$ cat config.mk
export PLATFORM = sky130hd
export DESIGN_NAME = scan_select_sequencer_flat
export DESIGN_NICKNAME = d
export VERILOG_FILES = /design/src/rtl/scan_select_if.sv /design/src/rtl/scan_select_sequencer.sv /design/src/flat_wrapper.sv
export SDC_FILE = /design/constraint.sdc
export NUM_CORES = 1
export LEC_CHECK = 0
export CAP_MARGIN = 20
export CORE_ASPECT_RATIO = 1.2
export CORE_MARGIN = 4
export CORE_UTILIZATION = 54
export DETAILED_ROUTE_END_ITERATION = 8
export GPL_ROUTABILITY_DRIVEN = 0
export PLACE_DENSITY_LB_ADDON = 0.25
export SETUP_SLACK_MARGIN = 0.05
export SLEW_MARGIN = 20
export SYNTH_ARGS = -nofsm -noshare
export SYNTH_HDL_FRONTEND = slang
export SYNTH_SLANG_ARGS = --single-unit
$ cat constraint.sdc
create_clock -name clk -period 3 [get_ports clk]
set_clock_uncertainty 0.2 [all_clocks]
set_input_delay 0.6 -clock clk [delete_from_list [all_inputs] [get_ports clk]]
set_output_delay 0.6 -clock clk [all_outputs]
set_load 0.005 [all_outputs]
$ cat src/rtl/scan_select_if.sv
// Handshake and select bundle between the scan sequencer and its
// controller / downstream 3-to-8 decoder.
interface scan_select_if #(
  parameter int DWELL_W = 8
);
  logic               start;
  logic               stop;
  logic               continuous;
  logic [7:0]         mask;
  logic [DWELL_W-1:0] dwell;
  logic [2:0]         sel;
  logic               valid;
  logic               busy;
  logic               step;
  logic               done;

  modport master (
    output start, stop, continuous, mask, dwell,
    input  sel, valid, busy, step, done
  );

  modport slave (
    input  start, stop, continuous, mask, dwell,
    output sel, valid, busy, step, done
  );
endinterface

$ cat src/rtl/scan_select_sequencer.sv
// Steps a 3-bit select code through enabled lines of an 8-bit mask,
// holding each line dwell+1 cycles, single-sweep or continuous.
module scan_select_sequencer #(
  parameter int DWELL_W = 8
) (
  input logic         clk,
  input logic         rst_n,
  scan_select_if.slave bus
);

  typedef enum logic {
    IDLE,
    ACTIVE
  } state_t;

  state_t             state, state_n;
  logic [2:0]         sel_q, sel_n;
  logic               valid_q, valid_n;
  logic               busy_q, busy_n;
  logic               step_q, step_n;
  logic               done_q, done_n;
  logic [7:0]         sh_mask, sh_mask_n;
  logic [DWELL_W-1:0] sh_dwell, sh_dwell_n;
  logic               sh_cont, sh_cont_n;
  logic [DWELL_W-1:0] cnt, cnt_n;
  logic [7:0]         above;

  function automatic logic [2:0] low_idx(
    input logic [7:0] m
  );
    low_idx = 3'd0;
    for (int i = 7; i >= 0; i--)
      if (m[i]) low_idx = i[2:0];
  endfunction

  // enabled lines strictly above the current one
  assign above = sh_mask & (8'hFE << sel_q);

  always_ff @(posedge clk or negedge rst_n) begin
    if (!rst_n) begin
      state    <= IDLE;
      sel_q    <= '0;
      valid_q  <= 1'b0;
      busy_q   <= 1'b0;
      step_q   <= 1'b0;
      done_q   <= 1'b0;
      sh_mask  <= '0;
      sh_dwell <= '0;
      sh_cont  <= 1'b0;
      cnt      <= '0;
    end else begin
      state    <= state_n;
      sel_q    <= sel_n;
      valid_q  <= valid_n;
      busy_q   <= busy_n;
      step_q   <= step_n;
      done_q   <= done_n;
      sh_mask  <= sh_mask_n;
      sh_dwell <= sh_dwell_n;
      sh_cont  <= sh_cont_n;
      cnt      <= cnt_n;
    end
  end

  always_comb begin
    state_n    = state;
    sel_n      = sel_q;
    valid_n    = valid_q;
    busy_n     = busy_q;
    step_n     = 1'b0;
    done_n     = 1'b0;
    sh_mask_n  = sh_mask;
    sh_dwell_n = sh_dwell;
    sh_cont_n  = sh_cont;
    cnt_n      = cnt;
    unique case (state)
      IDLE: begin
        valid_n = 1'b0;
        busy_n  = 1'b0;
        if (bus.start && bus.mask != 8'd0) begin
          sh_mask_n  = bus.mask;
          sh_dwell_n = bus.dwell;
          sh_cont_n  = bus.continuous;
          sel_n      = low_idx(bus.mask);
          cnt_n      = bus.dwell;
          valid_n    = 1'b1;
          busy_n     = 1'b1;
          state_n    = ACTIVE;
        end
      end
      ACTIVE: begin
        if (bus.stop) begin
          state_n = IDLE;
          valid_n = 1'b0;
          busy_n  = 1'b0;
          done_n  = 1'b1;
        end else if (cnt != '0) begin
          cnt_n = cnt - 1'b1;
        end else if (above != 8'd0) begin
          sel_n  = low_idx(above);
          cnt_n  = sh_dwell;
          step_n = 1'b1;
        end else if (sh_cont) begin
          sel_n  = low_idx(sh_mask);
          cnt_n  = sh_dwell;
          step_n = 1'b1;
        end else begin
          state_n = IDLE;
          valid_n = 1'b0;
          busy_n  = 1'b0;
          done_n  = 1'b1;
        end
      end
      default: state_n = IDLE;
    endcase
  end

  assign bus.sel   = sel_q;
  assign bus.valid = valid_q;
  assign bus.busy  = busy_q;
  assign bus.step  = step_q;
  assign bus.done  = done_q;

endmodule

$ cat src/flat_wrapper.sv
// flat-port wrapper written by rule: the top's interface ports become plain ports
module scan_select_sequencer_flat 
#(
  parameter int DWELL_W = 8
)
  (clk, rst_n, bus_start, bus_stop, bus_continuous, bus_mask, bus_dwell, bus_sel, bus_valid, bus_busy, bus_step, bus_done);
  scan_select_if #(.DWELL_W(DWELL_W)) bus_i ();
  input logic clk;
  input logic rst_n;
  input wire logic [$bits(bus_i.start)-1:0] bus_start;
  input wire logic [$bits(bus_i.stop)-1:0] bus_stop;
  input wire logic [$bits(bus_i.continuous)-1:0] bus_continuous;
  input wire logic [$bits(bus_i.mask)-1:0] bus_mask;
  input wire logic [$bits(bus_i.dwell)-1:0] bus_dwell;
  output wire logic [$bits(bus_i.sel)-1:0] bus_sel;
  output wire logic [$bits(bus_i.valid)-1:0] bus_valid;
  output wire logic [$bits(bus_i.busy)-1:0] bus_busy;
  output wire logic [$bits(bus_i.step)-1:0] bus_step;
  output wire logic [$bits(bus_i.done)-1:0] bus_done;
  assign bus_i.start = bus_start;
  assign bus_i.stop = bus_stop;
  assign bus_i.continuous = bus_continuous;
  assign bus_i.mask = bus_mask;
  assign bus_i.dwell = bus_dwell;
  assign bus_sel = bus_i.sel;
  assign bus_valid = bus_i.valid;
  assign bus_busy = bus_i.busy;
  assign bus_step = bus_i.step;
  assign bus_done = bus_i.done;
  scan_select_sequencer #(.DWELL_W(DWELL_W)) u_core (.clk(clk), .rst_n(rst_n), .bus(bus_i));
endmodule
==> results of run 1 <==
[area by class of cell]
cell class	count	share of cell area, %
multi-input combinational	136	44.0
sequential	32	34.8
timing repair buffer	32	13.4
clock buffer	7	4.18
tap	37	2.01
inverter	10	1.63
[cells in the mapped netlist (2+ instances only)]
cell	count	area (µm²)
nor2_1	17	63.8
o21ai_0	12	60.1
nand2_1	15	56.3
nor3b_1	2	15.0
inv_1	10	37.5
nand2b_1	2	12.5
nor2b_1	3	18.8
nand3_1	2	10.0
xnor2_1	2	17.5
o22ai_1	4	25.0
o21bai_1	2	15.0
mux2_4	6	90.1
a21oi_1	7	35.0
o31ai_1	3	22.5
dfrtp_1	32	801
buf_2	2	10.0
o41ai_1	3	26.3
ha_1	2	25.0
xor2_1	3	26.3
clkbuf_1	5	18.8
mux2_2	22	248
a21boi_0	2	15.0
nor3_1	5	25.0
[worst max-delay path by stage]
stage | startpoint | end | cells after the start
6_report | u_core.cnt[4] | u_core.cnt[2] | 5
5_1_grt | u_core.cnt[4] | u_core.cnt[2] | 5
4_1_cts | u_core.cnt[4] | u_core.cnt[2] | 5
3_5_place_dp | u_core.cnt[4] | u_core.cnt[2] | 5
3_3_place_gp | bus_mask[4] | u_core.cnt[4] | 6
2_1_floorplan | u_core.cnt[4] | u_core.cnt[2] | 7
[registers in the layout, indices dropped and copies added, names as in the netlist]
register	flops
u_core.sh_mask	8
u_core.bus.busy	1
u_core.state	1
u_core.sh_cont	1
u_core.sh_dwell	8
u_core.cnt	8
u_core.bus.step	1
u_core.bus.sel	3
u_core.bus.done	1
[cell families (layout without fill, tap and decap cells)]
family                   Yosys count  after routing  share of synthesized area, %
AND/OR/NAND/NOR                   56             56                          15.9
AO/OA/AOI/OAI                     44             44                          15.4
flip-flops                        32             32                          42.0
multiplexers                      29             29                          18.2
buffers and inverters             19             49                          4.92
XOR/XNOR                           5              5                          2.30
adder cells (fa/ha/maj)            2              2                          1.31
[worst max-delay path: stages, from the launching register on]
cell and delay (ns):
dfrtp_1 0.42, or4_4 0.59, or4b_1 0.56, nor4b_4 0.26, o21a_2 0.36, mux2_4 0.34
[per-stage QoR]
| step | total power, mW | std cells | setup slack, ns |
|---|---|---|---|
| floorplan | 1.20 | 187 | 0.305 |
| global placement | 1.38 | 247 | 0.231 |
| detailed placement | 1.42 | 247 | 0.160 |
| CTS | 1.79 | 254 | 0.148 |
| global route | 1.89 | 254 | 0.0669 |
| finish | 1.78 | 254 | 0.155 |
[routing by layer]
metal | global-route usage, % | vias to the layer above | wire (µm) | share of wire, %
li1 | - | 728 | - | -
met1 | 21.2 | 750 | 1620 | 37
met2 | 37.1 | 53 | 2450 | 56
met3 | 4.78 | 12 | 234 | 5.3
met4 | 8.49 | 0 | 84 | 1.9
met5 | 0 | - | 0 | 0
[power breakdown]
part / total (mW) / internal, mW / switching [mW] / leakage (nW)
logic: 0.673 / 0.388 / 0.286 / 0.542
clock network: 0.353 / 0.204 / 0.148 / 0.0503
registers: 0.756 / 0.562 / 0.195 / 0.383
total: 1.78 / 1.15 / 0.629 / 0.976
==> impl_metrics.py, run 1 <==
metrics = {
    "outcome": {
        "status": "finished, final reports clean",
    },
    "clocking": {
        "cts_tree": "built",
        "clkSlewWorstSetupHoldPaths_ns": 0.06,
        "numCtsBuffers": 5,
        "clock-sinks": 32,
        "ctsHoldBuffers": 0,
        "clk-insertion-delay-late_ns": 0.28,
        "h-tree-depth": 2,
        "cts-root-to-sink-buffers": 2,
        "cts_root_buf": "clkbuf_8",
        "postCtsResizedCells": 0,
        "cts_setup_buffers": 0,
    },
    "sta": {
        "worst_pin_slew_ns": 0.647,
        "relSlewSlack_pct": 56.9,
        "slew_viol_final": 0,
        "clock.fmax_ghz": 0.351,
        "final-hold-violation-count": 0,
        "min_period_ns": 2.85,
        "period_share_pct": 94.8,
        "holdWs_ns": 0.303,
        "tns_ns": 0,
        "setup_viol": 0,
        "rsz0062_at_grt": "false",
    },
    "cells_and_area": {
        "final_common_cell": "dfrtp_1",
        "fin_nets": 240,
        "multi_input_area_um2": 1010,
        "fill_cells": 271,
        "seq_area_um2": 801,
        "final_cell_area_um2": 2300,
        "layout_common_cells": "32 x dfrtp_1, 27 x clkdlybuf4s50_1, 22 x mux2_2",
        "syn_to_final_growth_pct": 20.7,
        "drive_gt1_share_pct": 20.7,
        "post-route-util_pct": 68.4,
        "antenna_cells": 0,
    },
    "synthesis": {
        "synth_flop_cell": "dfrtp_1",
        "syn_inst": 187,
        "synth-edff-count": 0,
        "ys_warn_count": 0,
        "syn_nets": 210,
        "ys_seq_area_share_pct": 42.0,
        "syn-cell-area_um2": 1910,
        "ys_ff_latch": 32,
        "async_reset_ff_share_pct": 100,
        "avgSynthCellArea_um2": 10.2,
        "synth_cell_type_count": 47,
    },
    "route": {
        "via_count": 1543,
        "drt_iter0_markers": 108,
        "totalWireLength_um": 4390,
        "route.detailed.drc": 0,
        "detail_route.wl_per_cell_um": 17.3,
        "postRouteAntennaNets": 0,
        "viasPerCell": 6.07,
        "dr.pass1.iters": 4,
    },
    "flow_run": {
        "maxCapViolCount": 0,
    },
    "critical_path": {
        "crit_path_max_fanout": 10,
        "cp-end-kind": "flip-flop",
        "timing.rr.start": "u_core.cnt[4]",
        "r2r_cells": 5,
        "path_class": "flip-flop to flip-flop",
        "rr_endpoint": "u_core.cnt[2]",
        "r2r_slack_ns": 0.15,
        "arrival_ns": 2.81,
        "crit_required_ns": 2.96,
        "cp-start-kind": "flip-flop",
    },
    "place": {
        "dpl_cell_area_um2": 2210,
        "io_buffers": 27,
        "dp_hpwl_um": 3250,
    },
    "pwr": {
        "powerDensity_nw_per_um2": 774,
        "peakVddDrop_mv": 0.543,
        "power.leakage_nw": 0.976,
    },
    "die": {
        "die_x_um": 62.3,
        "pin_count": 28,
        "die_area_um2": 4550,
        "die-height_um": 73.1,
        "start_util_pct": 56.7,
        "rows": 23,
        "core-area_um2": 3370,
    },
    "global_route": {
        "track_usage_pct": 19.9,
        "grt_pass1_wl_um": 7130,
        "first_global_vias": 1534,
        "grt.overflow.total": 0,
        "antenna_found_initial": 0,
        "grt_max_degree": 33,
    },
    "hold_path": {
        "hp-class": "flip-flop to flip-flop",
        "min-delay-start": "u_core.sh_dwell[5]",
        "worstHoldEndpoint": "u_core.sh_dwell[5]",
        "min_path_cells": 1,
    },
}
Note: power is estimated with default switching activity, not from simulation.
==> run 2: changes to the inputs <==
--- a/config.mk
+++ b/config.mk
@@ -11,7 +11,9 @@
 export CORE_UTILIZATION = 54
 export DETAILED_ROUTE_END_ITERATION = 8
 export GPL_ROUTABILITY_DRIVEN = 0
+export GPL_TIMING_DRIVEN = 0
 export PLACE_DENSITY_LB_ADDON = 0.25
+export REMOVE_ABC_BUFFERS = 1
 export SETUP_SLACK_MARGIN = 0.05
 export SLEW_MARGIN = 20
 export SYNTH_ARGS = -nofsm -noshare
==> run 2 against run 1 <==
First-iteration DRC count decreased by 11%; hold slack got worse by 0.15 ns; combinational power decreased by 3%; via count decreased by 3.0%; non-clock buffer count decreased by 4; critical path depth unchanged; wire length decreased by 7.8%; power decreased by 2.4%; clock power decreased by 5.7%; core utilization decreased by 0.82 points; clock-buffer cell count increased by 1; critical path type unchanged; highest routed layer unchanged.
==> impl_metrics.py, run 2 (synthesized netlist as in run 1, its figures left out) <==
metrics = {
    "route": {
        "totalWireLength_um": 4050,
        "route.detailed.drc": 0,
        "viasPerCell": 5.96,
        "via_count": 1497,
        "postRouteAntennaNets": 0,
        "dr.pass1.iters": 4,
        "drt_iter0_markers": 96,
        "detail_route.wl_per_cell_um": 16.1,
    },
    "clocking": {
        "cts_tree": "built",
        "h-tree-depth": 2,
        "clock-sinks": 32,
        "clk-insertion-delay-late_ns": 0.27,
        "ctsHoldBuffers": 0,
        "cts_root_buf": "clkbuf_8",
        "clkSlewWorstSetupHoldPaths_ns": 0.06,
        "numCtsBuffers": 5,
        "cts-root-to-sink-buffers": 2,
        "cts_setup_buffers": 0,
    },
    "critical_path": {
        "timing.rr.start": "u_core.cnt[4]",
        "crit_required_ns": 2.96,
        "cp-end-kind": "flip-flop",
        "arrival_ns": 2.77,
        "cp-start-kind": "flip-flop",
        "path_class": "flip-flop to flip-flop",
        "crit_start": "u_core.cnt[4]",
        "crit_path_max_fanout": 10,
    },
    "global_route": {
        "grt_max_degree": 33,
        "track_usage_pct": 19.0,
        "antenna_found_initial": 0,
        "first_global_vias": 1634,
        "grt.overflow.total": 0,
        "grt_pass1_wl_um": 6960,
    },
    "die": {
        "start_util_pct": 56.7,
        "core-area_um2": 3370,
        "die_area_um2": 4550,
        "die-height_um": 73.1,
        "pin_count": 28,
        "die_x_um": 62.3,
        "rows": 23,
    },
    "sta": {
        "relSlewSlack_pct": 54.4,
        "min_period_ns": 2.81,
        "layout_setup_ws_ns": 0.194,
        "setup_viol": 0,
        "worst_pin_slew_ns": 0.684,
        "rsz0062_at_grt": "false",
        "slew_viol_final": 0,
        "final-hold-violation-count": 0,
        "period_share_pct": 93.5,
        "clock.fmax_ghz": 0.356,
    },
    "cells_and_area": {
        "antenna_cells": 0,
        "syn_to_final_growth_pct": 19.2,
        "reg_top3": "u_core.cnt: 8 flops, u_core.sh_dwell: 8 flops, u_core.sh_mask: 8 flops",
        "drive_gt1_share_pct": 20.1,
        "post-route-util_pct": 67.6,
        "seq_area_um2": 801,
        "instances_no_fill": 251,
        "layout_common_cells": "32 x dfrtp_1, 26 x clkdlybuf4s50_1, 22 x mux2_2",
        "multi_input_area_um2": 1030,
        "fill_cells": 254,
        "fin_nets": 236,
        "final_common_cell": "dfrtp_1",
    },
    "pwr": {
        "peakVddDrop_mv": 0.606,
        "switchingPower_mw": 0.606,
        "p_sw_share_pct": 34.8,
        "power.internal_mw": 1.13,
        "pwr-share-comb_pct": 37.6,
        "powerDensity_nw_per_um2": 765,
        "p_clk_share_pct": 19.2,
        "totalPowerFinal_mw": 1.74,
        "power.leakage_nw": 0.956,
        "p_seq_share_pct": 43.3,
    },
    "place": {
        "placed_cells": 243,
        "dp_hpwl_um": 2920,
        "pre_cts_ws_ns": 0.0136,
        "io_buffers": 27,
    },
    "flow_run": {
        "maxCapViolCount": 0,
    },
    "outcome": {
        "status": "finished, final reports clean",
    },
    "hold_path": {
        "hp-class": "input pin to asynchronous set/reset pin",
    },
}
==> run 2: final timing paths <==
path                                 endpoint  slack, ns  cells after the start
min reg2reg                u_core.sh_dwell[6]       0.31                      1
max                             u_core.cnt[2]       0.19                      5
max reg2reg                     u_core.cnt[2]       0.19                      5
min in group clk           u_core.sh_dwell[6]       0.31                      1
min                             u_core.cnt[7]       0.16                      1
max in group asynchronous   u_core.bus.sel[1]       1.99                      1
==> run 2: power by group through the flow <==
stage          sequential, mW  combinational [mW]  clock (mW)
4_1_cts                 0.747               0.655       0.344
5_1_grt                 0.775               0.722       0.368
2_1_floorplan           0.702               0.479           0
3_3_place_gp            0.739               0.628           0
6_report                0.753               0.653       0.333
3_5_place_dp            0.753               0.648           0
==> run 2: metrics by stage <==
step / hold WS, ns / TNS [ns] / area (µm²)
after detailed placement: 0.297 / 0 / 2170
after CTS: 0.192 / 0 / 2270
final: 0.157 / 0 / 2270
after floorplan: 0.104 / 0 / 1850
after global routing: 0.222 / 0 / 2270
after global placement: 0.289 / -1.39 / 2170
==> run 2: final cells by class <==
type,instances,area share (%)
multi-input cells,136,45.3
flip-flops and latches,32,35.2
repair buffers,28,11.9
clock buffers,8,3.96
well taps,37,2.04
inverters,10,1.65
==> run 2: per-layer routing <==
metal  part of all wire, %  track usage, %  up-vias
li1                      -               -      725
met1                    40            20.0      733
met2                    55            35.6       35
met3                   4.0            4.78        4
met4                  0.79            8.25        0
met5                     0               0        -
==> run 2: what timing repair did <==
item,in CTS,in global routing
hold endpoints to repair,0,0
setup endpoints to repair,6,6
resized for setup,1,1
==> run 2: worst max-delay path, stage by stage, from the launching register on <==
cell     delay (ns)
dfrtp_1        0.42
or4_4          0.59
or4b_4         0.57
nor4b_4        0.30
o21a_4         0.29
mux2_4         0.32
==> run 3: changes to the inputs <==
--- a/config.mk
+++ b/config.mk
@@ -8,7 +8,7 @@
 export CAP_MARGIN = 20
 export CORE_ASPECT_RATIO = 1.2
 export CORE_MARGIN = 4
-export CORE_UTILIZATION = 54
+export CORE_UTILIZATION = 41
 export DETAILED_ROUTE_END_ITERATION = 8
 export GPL_ROUTABILITY_DRIVEN = 0
 export GPL_TIMING_DRIVEN = 0
==> run 3 against run 2 <==
Non-clock buffer count up 1; clock-buffer cell count unchanged; global-route usage down 3.7 points.
==> impl_metrics.py, run 3 (synthesized netlist as in run 1, its figures left out) <==
metrics = {
    "global_route": {
        "grt.overflow.total": 0,
        "first_global_vias": 1518,
        "grt_pass1_wl_um": 6920,
        "antenna_found_initial": 0,
        "track_usage_pct": 15.3,
        "grt_max_degree": 21,
    },
    "cells_and_area": {
        "drive_gt1_share_pct": 20.5,
        "syn_to_final_growth_pct": 22.0,
        "fin_nets": 237,
        "final_common_cell": "dfrtp_1",
        "layout_common_cells": "32 x dfrtp_1, 26 x clkdlybuf4s50_1, 22 x mux2_2",
        "instances_no_fill": 271,
        "post-route-util_pct": 53.0,
        "antenna_cells": 0,
        "reg_top3": "u_core.cnt: 8 flops, u_core.sh_dwell: 8 flops, u_core.sh_mask: 8 flops",
    },
    "pwr": {
        "switchingPower_mw": 0.604,
        "powerDensity_nw_per_um2": 748,
        "power.leakage_nw": 0.968,
        "power.internal_mw": 1.14,
        "p_sw_share_pct": 34.7,
        "totalPowerFinal_mw": 1.74,
        "p_clk_share_pct": 19.5,
        "peakVddDrop_mv": 0.335,
        "pwr-share-comb_pct": 37.5,
        "p_seq_share_pct": 43.0,
    },
    "route": {
        "viasPerCell": 5.46,
        "postRouteAntennaNets": 0,
        "totalWireLength_um": 4000,
        "detail_route.wl_per_cell_um": 14.7,
        "via_count": 1479,
        "route.detailed.drc": 0,
        "dr.pass1.iters": 2,
        "drt_iter0_markers": 72,
    },
    "critical_path": {
        "crit_required_ns": 2.97,
        "r2r_slack_ns": 0.23,
        "critPathTopFamily": "simple AND/OR/NAND/NOR gates",
        "slowest_stage": "or4_4",
        "crit_path_max_fanout": 10,
        "cp-start-kind": "flip-flop",
        "crit_path_max_incr_delay_ns": 0.59,
        "arrival_ns": 2.74,
        "crit_buf_inv": 0,
        "timing.rr.start": "u_core.cnt[4]",
        "cp-end-kind": "flip-flop",
        "crit_chain": "or4_4 -> or4b_4 -> nor4b_4 -> o21a_4 -> mux2_4",
        "crit_start": "u_core.cnt[4]",
        "path_class": "flip-flop to flip-flop",
    },
    "sta": {
        "slew_viol_final": 0,
        "worst_pin_slew_ns": 0.666,
        "clock.fmax_ghz": 0.361,
        "tns_ns": 0,
        "relSlewSlack_pct": 55.6,
        "setup_viol": 0,
        "final-hold-violation-count": 0,
        "period_share_pct": 92.4,
        "min_period_ns": 2.77,
        "rsz0062_at_grt": "false",
    },
    "die": {
        "core-area_um2": 4390,
        "rows": 26,
        "die_area_um2": 5810,
        "start_util_pct": 43.4,
        "pin_count": 28,
        "die_x_um": 70.3,
        "die-height_um": 82.7,
    },
    "clocking": {
        "clk-insertion-delay-late_ns": 0.28,
        "numCtsBuffers": 5,
        "cts_tree": "built",
        "cts-root-to-sink-buffers": 2,
        "clock-sinks": 32,
        "h-tree-depth": 2,
        "clkSlewWorstSetupHoldPaths_ns": 0.06,
        "cts_root_buf": "clkbuf_8",
    },
    "hold_path": {
        "hp-class": "input pin to asynchronous set/reset pin",
    },
    "outcome": {
        "status": "finished, final reports clean",
    },
    "place": {
        "dp_hpwl_um": 2960,
        "io_buffers": 27,
        "placed_cells": 263,
    },
    "flow_run": {
        "maxCapViolCount": 0,
    },
}
-- run 3: cell types whose count changed in the layout (fill, tap and decap cells not counted), sizes merged --
cell  change
buf       +1
-- run 3: per-stage QoR --
step	instance area, µm²	setup slack, ns	hold WS [ns]
after floorplan	1850	0.0887	0.104
after global placement	2190	-0.468	0.291
after detailed placement	2230	-0.0186	0.300
after CTS	2320	0.0964	0.0230
after global routing	2330	0.175	0.0228
final	2330	0.229	0.0215
-- run 3: final cells by class --
class	count	area (µm²)
repair buffers	29	300
clock buffers	8	90.1
fillers	414	2060
well taps	56	70.1
multi-input cells	136	1030
flip-flops and latches	32	801
inverters	10	37.5
-- run 3: final timing paths --
| path | endpoint | depth (start not counted) |
|---|---|---|
| setup / recovery | u_core.cnt[5] | 5 |
| hold / removal | u_core.sh_dwell[0] | 1 |
| setup reg to reg | u_core.cnt[5] | 5 |
| hold reg to reg | u_core.sh_dwell[2] | 1 |
| max in group asynchronous | u_core.sh_mask[7] | 2 |
| min in group clk | u_core.sh_dwell[2] | 1 |
-- run 3: power by group through the flow --
stage	sequential, mW	combinational [mW]	clock (mW)
global route	0.771	0.738	0.368
CTS	0.745	0.657	0.352
global placement	0.747	0.637	0
detailed placement	0.751	0.649	0
finish	0.749	0.653	0.339
floorplan	0.702	0.479	0
-- run 3: metal layers --
layer,vias to the layer above,share of wire [%],GRT usage [%]
li1,728,-,-
met4,0,3.2,8.05
met3,15,3.7,4.24
met2,24,51,27.1
met5,-,0,0
met1,712,42,16.8
-- run 3: what timing repair did --
action                                  in CTS  in global routing
hold buffers                                 0                  0
resized for setup                            1                  1
endpoints found under the setup margin       6                  4
setup buffers                                0                  0
==> patch 1, RTL diff (config.mk and constraints of run 1) <==
`DWELL_W` is set to 8 in 3 places; all go to 12.
--- a/src/rtl/scan_select_if.sv
+++ b/src/rtl/scan_select_if.sv
@@ -3,3 +3,3 @@
 interface scan_select_if #(
-  parameter int DWELL_W = 8
+  parameter int DWELL_W = 12
 );
--- a/src/rtl/scan_select_sequencer.sv
+++ b/src/rtl/scan_select_sequencer.sv
@@ -3,3 +3,3 @@
 module scan_select_sequencer #(
-  parameter int DWELL_W = 8
+  parameter int DWELL_W = 12
 ) (
--- a/src/flat_wrapper.sv
+++ b/src/flat_wrapper.sv
@@ -3,3 +3,3 @@
 #(
-  parameter int DWELL_W = 8
+  parameter int DWELL_W = 12
 )
Ports: changed (resized bus_dwell); port bits go from 28 to 32. The function was not compared with the original's and may differ.
==> patch 1 against run 1 <==
Area after synthesis grew 26%; sequential cell count rose by 8; worst setup slack gained 0.082 ns; synthesized cell count up 31%; power is 19% higher; wire length up 17%; combinational power rose by 25%; final area is 24% higher; highest routed layer unchanged.
==> patch 1: results (changes against run 1) <==
[grt]
grt_use_total_pct=21.3  ; was 19.9%
grt_use_met1_pct=25.9  ; was 21.2%
grt_first_pass_wirelength_mm=8.91  ; was 7.13 mm
use_met3_pct=4.98  ; was 4.78%
grt_max_degree=41  ; was 33
grt_pass1_vias=1956  ; was 1534
use_met2_pct=36.1  ; was 37.1%

[synth]
synthTopCellsByArea=dfrtp_1 42%, mux2_2 9.9%, o21ai_0 4.0%  ; was dfrtp_1 42%, mux2_2 13%, mux2_4 4.7%
synthDistinctLibCells=50  ; was 47
synth_seq_area_share_pct=41.8  ; was 42.0%
synth_fp_nets=272  ; was 210
synth-xor-area-share_pct=2.19  ; was 2.30%
synthAdderAreaFrac_pct=1.04  ; was 1.31%
synthMuxAreaShare_pct=15.3  ; was 18.2%
synthTopCellsByCount=40 x dfrtp_1, 24 x nor2_1, 21 x mux2_2  ; was 32 x dfrtp_1, 22 x mux2_2, 17 x nor2_1
synth_compound_area_share_pct=17.8  ; was 15.4%

[finish]
reg_top3=u_core.cnt (12), u_core.sh_dwell (12), u_core.sh_mask (8)  ; was u_core.cnt (8), u_core.sh_dwell (8), u_core.sh_mask (8)
drive_gt1_share_pct=18.6  ; was 20.7%
nets=305  ; was 240

[clock_tree]
clock_latency_ns=0.30  ; was 0.28 ns
ctsHoldBuffers=0  ; unchanged
ctsResizeCount=0  ; unchanged
htreeDepth=2  ; unchanged
path_clk_slew_ns=0.08  ; was 0.06 ns

[power]
p_leak_nw=1.17  ; was 0.976 nW
swShare_pct=37.3  ; was 35.3%
ir_drop_uv=341  ; was 543 µV

[route]
vias=1938  ; was 1543
dr.first_iter.drc_count=119  ; was 108
firstDrtPassIters=4  ; unchanged
routed_wl_mm=5.15  ; was 4.39 mm
ant_nets=0  ; unchanged
wl_met2_mm=2.68  ; was 2.45 mm
wl_met3_um=209  ; was 234 µm
met1_length_mm=2.17  ; was 1.62 mm

[critical_path]
worstPathArrival_ns=2.76  ; was 2.81 ns
startpoint=u_core.cnt[0]$_DFFE_PN0P_  ; was u_core.cnt[4]$_DFFE_PN0P_
timing.rr.end=u_core.cnt[9]$_DFFE_PN0P_  ; was u_core.cnt[2]$_DFFE_PN0P_
reg2regPathDepth=8  ; was 5
cp_slowest_stage_delay_ns=0.48  ; was 0.59 ns
reg2reg_slack_ns=0.24  ; was 0.15 ns
crit_fanout=6  ; was 10
slowest_stage=or3b_2  ; was or4_4

[place]
place_hpwl_mm=3.79  ; was 3.25 mm
placed_area_um2=2770  ; was 2210 µm²
portBuffers=31  ; was 27

[timing]
slew_headroom_pct=39.4  ; was 56.9%

[run_status]
run_status=finished, final reports clean  ; unchanged

[min_path]
hold_path.class=in2async  ; was reg2reg

-- patch 1: changes by cell type after synthesis, sizes merged, moves of 3 or more --
cell / delta
clkbuf: +3
a211oi: +5
inv: +7
dfrtp: +8
nor4: +4
mux2i: +3
nand3: +3
a31oi: +3
a21oi: +4
o21ai: +8
nor2: +7
xnor2: +3
-- patch 1: cell type report --
type	instances	area, µm²
Timing Repair Buffer	38	370
Sequential cell	40	1000
Clock buffer	5	68.8
Tap cell	56	70.1
Multi-Input combinational cell	176	1270
Clock inverter	3	23.8
Inverter	17	63.8
Fill cell	342	1400
-- patch 1: metrics by stage --
step / setup WS, ns / hold slack (ns) / instances / util [%]
floorplan: 0.381 / 0.104 / 245 / -
global route: 0.107 / 0.297 / 335 / 67.2
global placement: 0.247 / 0.288 / 327 / 64.9
CTS: 0.181 / 0.251 / 335 / 67.1
finish: 0.237 / 0.226 / 335 / 67.2
detailed placement: 0.174 / 0.298 / 327 / 64.9
-- patch 1: worst max-delay path by stage --
stage / end / slack, ns / cells past startpoint
floorplan: u_core.cnt[5]$_DFFE_PN0P_ / 0.38 / 7
global placement: u_core.cnt[3]$_DFFE_PN0P_ / 0.25 / 6
detailed placement: u_core.cnt[6]$_DFFE_PN0P_ / 0.17 / 8
CTS: u_core.cnt[6]$_DFFE_PN0P_ / 0.18 / 8
global route: u_core.cnt[6]$_DFFE_PN0P_ / 0.11 / 8
finish: u_core.cnt[9]$_DFFE_PN0P_ / 0.24 / 8
-- patch 1: power groups by stage --
stage                     registers [mW]  clock network, mW  logic [mW]
after detailed placement           0.913                  0       0.845
after floorplan                    0.835                  0       0.666
final                              0.906              0.372       0.843
after global placement             0.910                  0       0.823
after global routing               0.938              0.408       0.948
after CTS                          0.902              0.380       0.848
==> patch 2, RTL diff (flow settings as in run 1) <==
Made on the original files. `sh_mask` no longer has a reset.
--- a/src/rtl/scan_select_sequencer.sv
+++ b/src/rtl/scan_select_sequencer.sv
@@ -46,3 +46,2 @@
       done_q   <= 1'b0;
-      sh_mask  <= '0;
       sh_dwell <= '0;
@@ -57,3 +56,2 @@
       done_q   <= done_n;
-      sh_mask  <= sh_mask_n;
       sh_dwell <= sh_dwell_n;
@@ -62,2 +60,6 @@
     end
+  end
+
+  always_ff @(posedge clk) begin
+    sh_mask <= sh_mask_n;
   end
Behaviour: same outputs for any inputs over 4 cycles, from zero or initial values and one cycle with rst_n low; that may be too few to reach the edited logic, so the function may still have changed.
==> patch 2 against run 1 <==
Register-to-register slack improved by 0.37 ns; die area fell by 0.41%; power fell by 5.5%; non-clock buffer count shrank 1; sequential cell count unchanged; wire length down 10%; sequential power down 4.0%; worst setup slack better by 0.27 ns; first-iteration DRC count shrank 54%; core utilization fell by 0.41 points; final area decreased by 0.60%; area after synthesis fell by 0.46%; critical path type is now in2reg; largest cell class unchanged.
==> patch 2: results (changes against run 1) <==
[synth]
syn_avg_cell_area_um2=10.2  ; about the same
async_reset_ff_share_pct=75.0  ; was 100%
synth_fp_nets=210  ; unchanged
synth-edff-count=8  ; was 0
synthTopCellsByCount=25 x nor2_1, 24 x dfrtp_1, 14 x mux2_2, 14 x nand2_1, 13 x a21oi_1  ; was 32 x dfrtp_1, 22 x mux2_2, 17 x nor2_1
synthTopCellsByArea=dfrtp_1 32%, edfxtp_1 13%, mux2_2 8.3%  ; was dfrtp_1 42%, mux2_2 13%, mux2_4 4.7%
synth_seq_area_share_pct=44.3  ; was 42.0%
yosysWarnings=0  ; unchanged
synthDistinctLibCells=47  ; unchanged

[critical_path]
r2r-start=u_core.cnt[0]$_DFFE_PN0P_  ; was u_core.cnt[4]$_DFFE_PN0P_
reg2reg_slack_ns=0.52  ; was 0.15 ns
timing.rr.end=u_core.cnt[7]$_DFFE_PN0P_  ; was u_core.cnt[2]$_DFFE_PN0P_
slowest_stage=clkdlybuf4s50_1  ; was or4_4
worstPathArrival_ns=2.55  ; was 2.81 ns
startpoint=bus_mask[4]  ; was u_core.cnt[4]$_DFFE_PN0P_
crit_fanout=21  ; was 10
reg2regPathDepth=7  ; was 5
crit_end=u_core.bus.sel[2]$_DFFE_PN0P_  ; was u_core.cnt[2]$_DFFE_PN0P_
cp_slowest_stage_delay_ns=0.46  ; was 0.59 ns

[route]
vias_per_cell=5.76  ; was 6.07
dr.first_iter.drc_count=50  ; was 108
firstDrtPassIters=6  ; was 4
routed_wl_mm=3.95  ; was 4.39 mm
wire_per_inst_um=15.5  ; was 17.3 µm

[clock_tree]
clock_latency_ns=0.28  ; about the same
htreeDepth=2  ; unchanged
ctsResizeCount=0  ; unchanged
path_clk_slew_ns=0.07
clock_path_buffers=2  ; unchanged
clockRootBuffer=clkbuf_8  ; unchanged
cts_buffers=5  ; unchanged
postCtsSetupBuffers=0  ; unchanged

[power]
p_leak_nw=0.949  ; was 0.976 nW
ir_drop_uv=478  ; was 543 µV

[timing]
fin_crit_sh_pct=85.9  ; was 94.8%
slew_headroom_pct=54.1  ; was 56.9%

[place]
placed_area_um2=2200  ; was 2210 µm²
dp.cells=247  ; unchanged
place_hpwl_mm=2.89  ; was 3.25 mm
portBuffers=27  ; unchanged

[finish]
drive_gt1_share_pct=18.3  ; was 20.7%
nets=240  ; unchanged
reg_top3=u_core.cnt (8), u_core.sh_dwell (8), u_core.sh_mask (8)  ; unchanged

[grt]
grt_use_total_pct=18.8  ; was 19.9%
grt_pass1_vias=1507  ; was 1534
grt_max_degree=25  ; was 33
grt_first_pass_wirelength_mm=6.84  ; was 7.13 mm
antenna_found_initial=0  ; unchanged

[min_path]
hold_path.class=reg2reg  ; unchanged

[run_status]
run_status=finished, final reports clean  ; unchanged

## patch 2: kinds of logic after synthesis
| group | synth area share (%) |
|---|---|
| buffers and inverters | 5.53 |
| multiplexers | 13.8 |
| XOR/XNOR | 1.38 |
| adder cells (fa/ha/maj) | 1.32 |
| AO/OA/AOI/OAI | 16.3 |
| AND/OR/NAND/NOR | 17.3 |
| flip-flops | 44.3 |
## patch 2: area by class of cell
cell class / instances / area [µm²]
Tap cell: 37 / 46.3
Fill cell: 260 / 1080
Sequential cell: 32 / 841
Clock buffer: 8 / 90.1
Multi-Input combinational cell: 135 / 953
Inverter: 12 / 45.0
Timing Repair Buffer: 31 / 313
## patch 2: worst max-delay path, delay by kind of cell
kind | cells | cell delay [ns]
compound gates | 2 | 0.38
buf+inv | 3 | 0.85
mux | 1 | 0.38
simple gates | 1 | 0.34
## patch 2: worst min-delay path by stage
stage                                              start                             end  slack [ns]  depth (start not counted)
final                     u_core.sh_dwell[5]$_DFFE_PN0P_  u_core.sh_dwell[5]$_DFFE_PN0P_        0.31                          1
after CTS                 u_core.sh_dwell[2]$_DFFE_PN0P_  u_core.sh_dwell[2]$_DFFE_PN0P_        0.31                          1
after detailed placement  u_core.sh_dwell[2]$_DFFE_PN0P_  u_core.sh_dwell[2]$_DFFE_PN0P_        0.30                          1
after global placement    u_core.sh_dwell[3]$_DFFE_PN0P_  u_core.sh_dwell[3]$_DFFE_PN0P_        0.29                          1
after floorplan                                    rst_n     u_core.bus.busy$_DFFE_PN0P_        0.10                          0
after global routing      u_core.sh_dwell[2]$_DFFE_PN0P_  u_core.sh_dwell[2]$_DFFE_PN0P_        0.33                          1
## patch 2: stage by stage
| step | power, mW | hold WS [ns] | setup slack (ns) | util, % |
|---|---|---|---|---|
| detailed placement | 1.35 | 0.296 | 0.115 | 65.3 |
| global route | 1.80 | 0.328 | 0.350 | 68.0 |
| floorplan | 1.17 | 0.104 | 0.770 | - |
| global placement | 1.32 | 0.291 | 0.223 | 65.3 |
| finish | 1.68 | 0.308 | 0.423 | 68.0 |
| CTS | 1.69 | 0.312 | 0.433 | 68.0 |
## patch 2: power breakdown
| part | switching (mW) | total (mW) | leakage, nW | internal, mW |
|---|---|---|---|---|
| logic | 0.252 | 0.612 | 0.539 | 0.360 |
| clock network | 0.159 | 0.346 | 0.0455 | 0.187 |
| registers | 0.164 | 0.726 | 0.365 | 0.562 |
| total | 0.576 | 1.68 | 0.949 | 1.11 |
## patch 2: routing by layer
layer | vias to the layer above | part of all wire [%] | track usage (%)
met4 | 0 | 1.0 | 5.78
met3 | 5 | 4.6 | 4.93
met1 | 706 | 47 | 24.6
met5 | - | 0 | 0
li1 | 724 | - | -
met2 | 33 | 48 | 30.6
